**src/rtl/median_feeder.sv**
```systemverilog
// median_feeder: gathers an N_PIXELS window from a valid/ready stream, bursts it into the median core over DSI/DI,
// and hands the DO result downstream; a watchdog abandons the window if DSO never comes back.
module median_feeder #(
  parameter int WIDTH    = 8,
  parameter int N_PIXELS = 9,
  parameter int TIMEOUT  = 256
) (
  input  logic             CLK,
  input  logic             nRST,
  input  logic [WIDTH-1:0] PIX_IN,
  input  logic             PIX_VALID,
  output logic             PIX_READY,
  output logic             DSI,
  output logic [WIDTH-1:0] DI,
  input  logic [WIDTH-1:0] DO,
  input  logic             DSO,
  output logic [WIDTH-1:0] MED_OUT,
  output logic             MED_VALID,
  input  logic             MED_READY,
  output logic             ERR
);
  localparam int FW = $clog2(N_PIXELS + 1);
  localparam int SW = $clog2(N_PIXELS);
  localparam int TW = $clog2(TIMEOUT + 1);
  localparam logic [FW-1:0] FULL  = FW'(N_PIXELS);
  localparam logic [SW-1:0] LAST  = SW'(N_PIXELS - 1);
  localparam logic [TW-1:0] TMAX  = TW'(TIMEOUT);
  localparam logic [TW-1:0] TLAST = TW'(TIMEOUT - 1);

  typedef enum logic [1:0] {IDLE, SEND, WAIT} state_t;

  state_t           r_state, w_next;
  logic [FW-1:0]    r_fcnt;
  logic [SW-1:0]    r_scnt;
  logic [TW-1:0]    r_tcnt;
  logic [WIDTH-1:0] r_buf [N_PIXELS];
  logic             w_accept, w_start, w_last, w_hit, w_tout, w_burst;
  logic [SW-1:0]    w_sidx;

  assign PIX_READY = (r_fcnt < FULL) && (r_state != SEND);
  assign w_accept  = PIX_VALID && PIX_READY;

  always_comb begin
    w_start = 1'b0;
    w_last  = 1'b0;
    w_hit   = 1'b0;
    w_tout  = 1'b0;
    w_start = (r_state == IDLE) && (r_fcnt == FULL) && !MED_VALID;
    w_last  = (r_state == SEND) && (r_scnt == LAST);
    w_hit   = (r_state == WAIT) && DSO;
    w_tout  = (r_state == WAIT) && !DSO && (r_tcnt == TLAST);
    w_next  = w_start ? SEND : w_last ? WAIT : (w_hit || w_tout) ? IDLE : r_state;
    // DI is registered, so each edge loads the pixel for the beat that follows it
    w_burst = w_start || ((r_state == SEND) && !w_last);
    w_sidx  = (w_start || w_last) ? '0 : r_scnt + 1'b1;
  end

  always_ff @(posedge CLK or negedge nRST) begin
    if (!nRST) r_state <= IDLE;
    else       r_state <= w_next;
  end

  always_ff @(posedge CLK or negedge nRST) begin
    if (!nRST) begin
      r_fcnt    <= '0;
      r_scnt    <= '0;
      r_tcnt    <= '0;
      DSI       <= 1'b0;
      DI        <= '0;
      MED_OUT   <= '0;
      MED_VALID <= 1'b0;
      ERR       <= 1'b0;
      for (int i = 0; i < N_PIXELS; i++) r_buf[i] <= '0;
    end else begin
      if (w_accept) r_buf[r_fcnt] <= PIX_IN;
      r_fcnt    <= w_last ? '0 : r_fcnt + FW'(w_accept);
      r_scnt    <= w_start ? '0 : (r_state == SEND) ? r_scnt + 1'b1 : r_scnt;
      r_tcnt    <= w_last ? '0 : ((r_state == WAIT) && (r_tcnt != TMAX)) ? r_tcnt + 1'b1 : r_tcnt;
      DSI       <= w_burst;
      DI        <= w_burst ? r_buf[w_sidx] : '0;
      MED_OUT   <= w_hit ? DO : MED_OUT;
      MED_VALID <= w_hit ? 1'b1 : (MED_VALID && MED_READY) ? 1'b0 : MED_VALID;
      ERR       <= w_tout;
    end
  end
endmodule
```
**config.mk**
```make
export PLATFORM = sky130hd
export DESIGN_NAME = median_feeder
export DESIGN_NICKNAME = d
export VERILOG_FILES = /design/src/rtl/median_feeder.sv
export SDC_FILE = /design/constraint.sdc
export NUM_CORES = 1
export LEC_CHECK = 0
export CAP_MARGIN = 15
export CORE_ASPECT_RATIO = 1.5
export CORE_MARGIN = 5
export CORE_UTILIZATION = 58
export DETAILED_ROUTE_END_ITERATION = 8
export PLACE_DENSITY_LB_ADDON = 0.05
export SLEW_MARGIN = 20
export SYNTH_ARGS = -nofsm -noshare
export SYNTH_HDL_FRONTEND = slang
export SYNTH_SLANG_ARGS = --single-unit
```
**constraint.sdc**
```tcl
create_clock -name CLK -period 3.3 [get_ports CLK]
set_clock_uncertainty 0.05 [all_clocks]
set_input_delay 0.33 -clock CLK [delete_from_list [all_inputs] [get_ports CLK]]
set_output_delay 0.33 -clock CLK [all_outputs]
set_load 0.01 [all_outputs]
```
; Yosys cells after proc, flatten, opt, wreduce, memory -nomap -nowiden
; Index checks and enable logic that the tools add are counted.
[word_totals]
regBits = 110
out_inout_bits = 20
word_cells = 75
[classes]
addsub = 3
magnitude_cmp = 4
n_eq_ne = 7
mux = 18
bitwise = 2
reduce_logical = 23
[op_table]
columns = operator, count
row1 = 72-bit bitwise mux, 1
row2 = 8-bit binary-select mux with 4-bit select, 1
row3 = 8-bit demux with 4-bit select, 1
row4 = 8-bit two-way mux, 4
row5 = 9-bit two-way mux, 2
row6 = 4-bit two-way mux, 4
row7 = 1-bit logical AND, 12
row8 = 5-bit >= comparator (second input constant), 2
row9 = 4-bit NOT with 5-bit output, 2
row10 = 9-bit by 1-bit adder with 9-bit output (second input constant), 1
row11 = 9-bit by 8-bit equality test with 1-bit output (second input constant), 1
row12 = 9-bit != test (second input constant), 1
row13 = 4-bit equality test (second input constant), 2
row14 = 2-bit two-way mux, 3
row15 = 2-bit nonzero test, 3
row16 = 5-bit by 1-bit < comparator with 1-bit output (second input constant), 1
row17 = 4-bit by 1-bit adder with 4-bit output, 1
row18 = 4-bit by 1-bit adder with 4-bit output (second input constant), 1
row19 = 4-bit < comparator (second input constant), 1
row20 = 1-bit zero test, 3
row21 = 1-bit logical OR, 3
row22 = 3-bit nonzero test, 1
row23 = 2-bit by 1-bit equality test with 1-bit output (second input constant), 1
row24 = 2-bit equality test (second input constant), 1
row25 = other kinds (3), 4

; Longest topological paths before layout
[depth]
ltp_word = 10
mapped_depth = 10
depth_no_buf = 7

; Least setup slack after synthesis
; No wires, ideal clock.
[synth_timing]
path_kind = register -> register
from = register r_scnt[0]
to = register DI[5]
setup_ns = 0.135
t_arrival_ns = 2.164
t_required_ns = 3.115
setup_slack_ns = 0.951
path_stages_with_launch = 10
path_buffers = 4
period_less_slack_ns = 2.349
cell_sequence = dfrtp_1 > buf_2 > inv_1 > ha_1 > buf_2 > clkbuf_1 > buf_1 > o21ai_0 > o2111ai_1 > o211ai_1
[synth_between]
elab_chain_cells = 9
[synth_lines]
columns = element, line
row1 = start: declaration, 34  ; logic [SW-1:0] r_scnt;
row2 = start signal: assignment, 77  ; r_scnt <= w_start ? '0 : (r_state == SEND) ? r_scnt + 1'b1 : r_scnt;
row3 = "parallel branches: the longest is 8 deep, another holds 4-bit by 1-bit adder with 4-bit output", n/a
row4 = 8-bit two-way mux *, 80  ; DI <= w_burst ? r_buf[w_sidx] : '0;
row5 = end signal: assignment, 80
row6 = end: declaration, 14  ; output logic [WIDTH-1:0] DI,
; Every way passes the cells marked *. The select of a mux whose other input is x is not followed.
; A chain may end at the register's enable or synchronous reset.

; Worst setup path in the final report
[layout_timing]
from = register r_scnt[0]
to = register DI[4]
; Same word-level chain as after synthesis.

==> metrics <==
total gr overflow 0; synthesized area per cell 12.3 sq um; type of origin of the critical path flop; DR pass1 iterations 4; total track usage 22.4%; core area 0.00878 sq mm; Net Sw Frac 35.2%; Critical Path Sink Type flop; row count 42; Net Switching 2.07 mW; Synth Warn # 0; Top Family by Delay on Critical Path adder cells; met1 WL 4.66 mm; Max Used Layer met4; Clock power frac 19.4%; vias in the first global route 3521; commonest cells after routing, fill and taps aside 110 x dfrtp_1, 74 x mux2_2, 39 x clkdlybuf4s50_1; crit path cell chain inv_1, ha_1, mux4_2, nand2b_1, a32o_1; P per Cell Area 981 mW/mm^2; Max stage delay cell, worst path ha_1; Critical Path End DI[4]; register share of total power 39.4%; Post-Synthesis Net Count 449; number of synthesized register bits 110; Hold WS -18.3 ps; Ant. Diodes 0; Port Buffers 40; starting density of the core 59.1%; P_leak 2.70 nW; Tightest Hold Check Type primary input to async pin; fin crit period 2540 ps; vias per cell 6.03; outcome finished, violations left; crit path launch r_scnt[0]; worst reg2reg path depth 5; DIE AREA 0.0110 sq mm; Die Wd 87.2 microns; die boundary height 126 microns; sequential area share after synthesis 53.1%; Slew @ Worst Pin 869 ps; final setup fails 0; Total Neg Setup Slack 0 ps; Distinct cells, synth 50; Final Cycle Share 76.8%; area grow syn2layout 15.6%; Synth Flop Type dfrtp_1; vias 3467; RSZ-0062 raised after global routing false; I/O pins 41; GP Congestion 0.920; CP max stage delay 890 ps; Post-Synthesis Cells 421; Gate power share 41.2%; met3 WL 610 microns; Post-DP HPWL 7.87 mm; flop-to-flop setup slack 760 ps; Nets 489; Worst-Skew Late Latency 350 ps; post-synthesis cell area 0.00519 sq mm; drt drc 0; # resized after CTS 0; first-pass GRT wire length 18.7 mm; total CTS buffers 9; Clk Tree Root Cell clkbuf_16; hold buffers post-CTS 0; crit-path max FO 25; CTS tree yes; WP buf/inv 1; Worst Path Arrival 2720 ps; met2 WL 6.02 mm; largest net degree at the start of global routing 57; cell area after placement 0.00569 sq mm; WL final 11.7 mm; Worst Path Required 3480 ps; fmax 394 MHz; CP Depth 5; R2R Path Start r_scnt[0]; H-tree lvl count 3; Int Power 3.82 mW; initial antenna violation count 0; Post-Layout Inst Area 0.00600 sq mm; Post-synth EDFFs 0; CTS sink count 110; VDD IR max 0.000509 V; Setup CP Type flop to flop; R2R Path End DI[4]; Final Hold Vio Count 25; commonest non-fill, non-tap cell in the layout dfrtp_1; ys async rst share 100%; Routed Antenna Nets 0; Max clock buf depth 2; Slew Limit Fails 0; Clock Pin Slew Worst Setup and Hold Paths 70 ps; Starting DRT DRC Count 209; wire per inst 20.3 microns; Slew headroom 42.1%; share of cells above drive strength 1 24.5%; violated checks negative hold slack; postcts setup bufs 0; max_cap viols 0
==> routing by layer <==
metal | GRT usage, % | vias up
li1 | - | 1607
met1 | 27.6 | 1745
met2 | 37.9 | 90
met3 | 3.59 | 25
met4 | 10.4 | 0
met5 | 0 | -
==> logic make-up (layout without fill, tap and decap cells) <==
logic type	after synthesis	in the layout	synth area share, %
flip-flops	110	110	53.1
XOR/XNOR	9	9	1.66
multiplexers	95	95	21.6
adder cells (fa/ha/maj)	7	7	1.69
buffers and inverters	31	75	2.72
AO/OA/AOI/OAI	59	59	7.67
AND/OR/NAND/NOR	110	110	11.6
==> Yosys cell counts (all sizes together) (5+ instances only) <==
library cell / count / area [sq um]
a21oi: 21 / 105
nor3: 6 / 41.3
inv: 15 / 56.3
o21ai: 7 / 35.0
nand2b: 5 / 31.3
xor2: 6 / 52.6
ha: 7 / 87.6
mux2: 82 / 953
nand2: 26 / 100
nand3: 11 / 55.1
or3: 5 / 31.3
buf: 15 / 81.3
a211oi: 5 / 37.5
nand3b: 5 / 37.5
dfrtp: 110 / 2750
o211ai: 5 / 37.5
nor2: 25 / 96.4
mux2i: 10 / 100
==> state kept, by name, indices dropped and copies added (netlist names) <==
signal,count
r_scnt,4
r_state,2
r_buf,72
r_fcnt,4
DI,8
MED_VALID,1
MED_OUT,8
DSI,1
ERR,1
r_tcnt,9
==> power by group through the flow <==
stage	Sequential [mW]	Combinational, mW	Clock, mW
after global routing	2.39	2.65	1.21
final	2.32	2.43	1.14
after detailed placement	2.33	2.40	0
after global placement	2.31	2.35	0
after CTS	2.31	2.43	1.16
after floorplan	2.22	1.79	0
==> area by class of cell <==
type / instances / area [sq um]
fillers: 645 / 2780
flip-flops and latches: 110 / 2750
multi-input cells: 280 / 2290
repair buffers: 45 / 448
clock buffers: 9 / 225
well taps: 110 / 138
clock inverters: 6 / 86.3
inverters: 15 / 56.3
==> how the worst min path moves through the flow <==
| stage | slack, ps | endpoint | depth (start not counted) | start |
|---|---|---|---|---|
| 3_5_place_dp | 380 | MED_OUT[1] | 1 | nRST |
| 3_3_place_gp | 370 | MED_OUT[1] | 1 | nRST |
| 2_1_floorplan | -20 | DI[0] | 0 | nRST |
| 4_1_cts | 5 | r_buf[53] | 1 | nRST |
| 5_1_grt | 40 | r_buf[53] | 1 | nRST |
| 6_report | -20 | r_buf[1] | 1 | nRST |
==> stage by stage <==
step / hold slack (ps) / setup WS (ps) / std cells / utilization, % / total power [mW]
after global placement: 373 / 867 / 560 / 64.8 / 4.66
after global routing: 40.2 / 580 / 575 / 68.4 / 6.25
final: -18.3 / 764 / 575 / 68.4 / 5.89
after detailed placement: 378 / 842 / 560 / 64.8 / 4.73
after floorplan: -15.6 / 951 / 421 / - / 4.01
after CTS: 5.13 / 775 / 575 / 68.4 / 5.91
(Power assumes the default switching activity.)
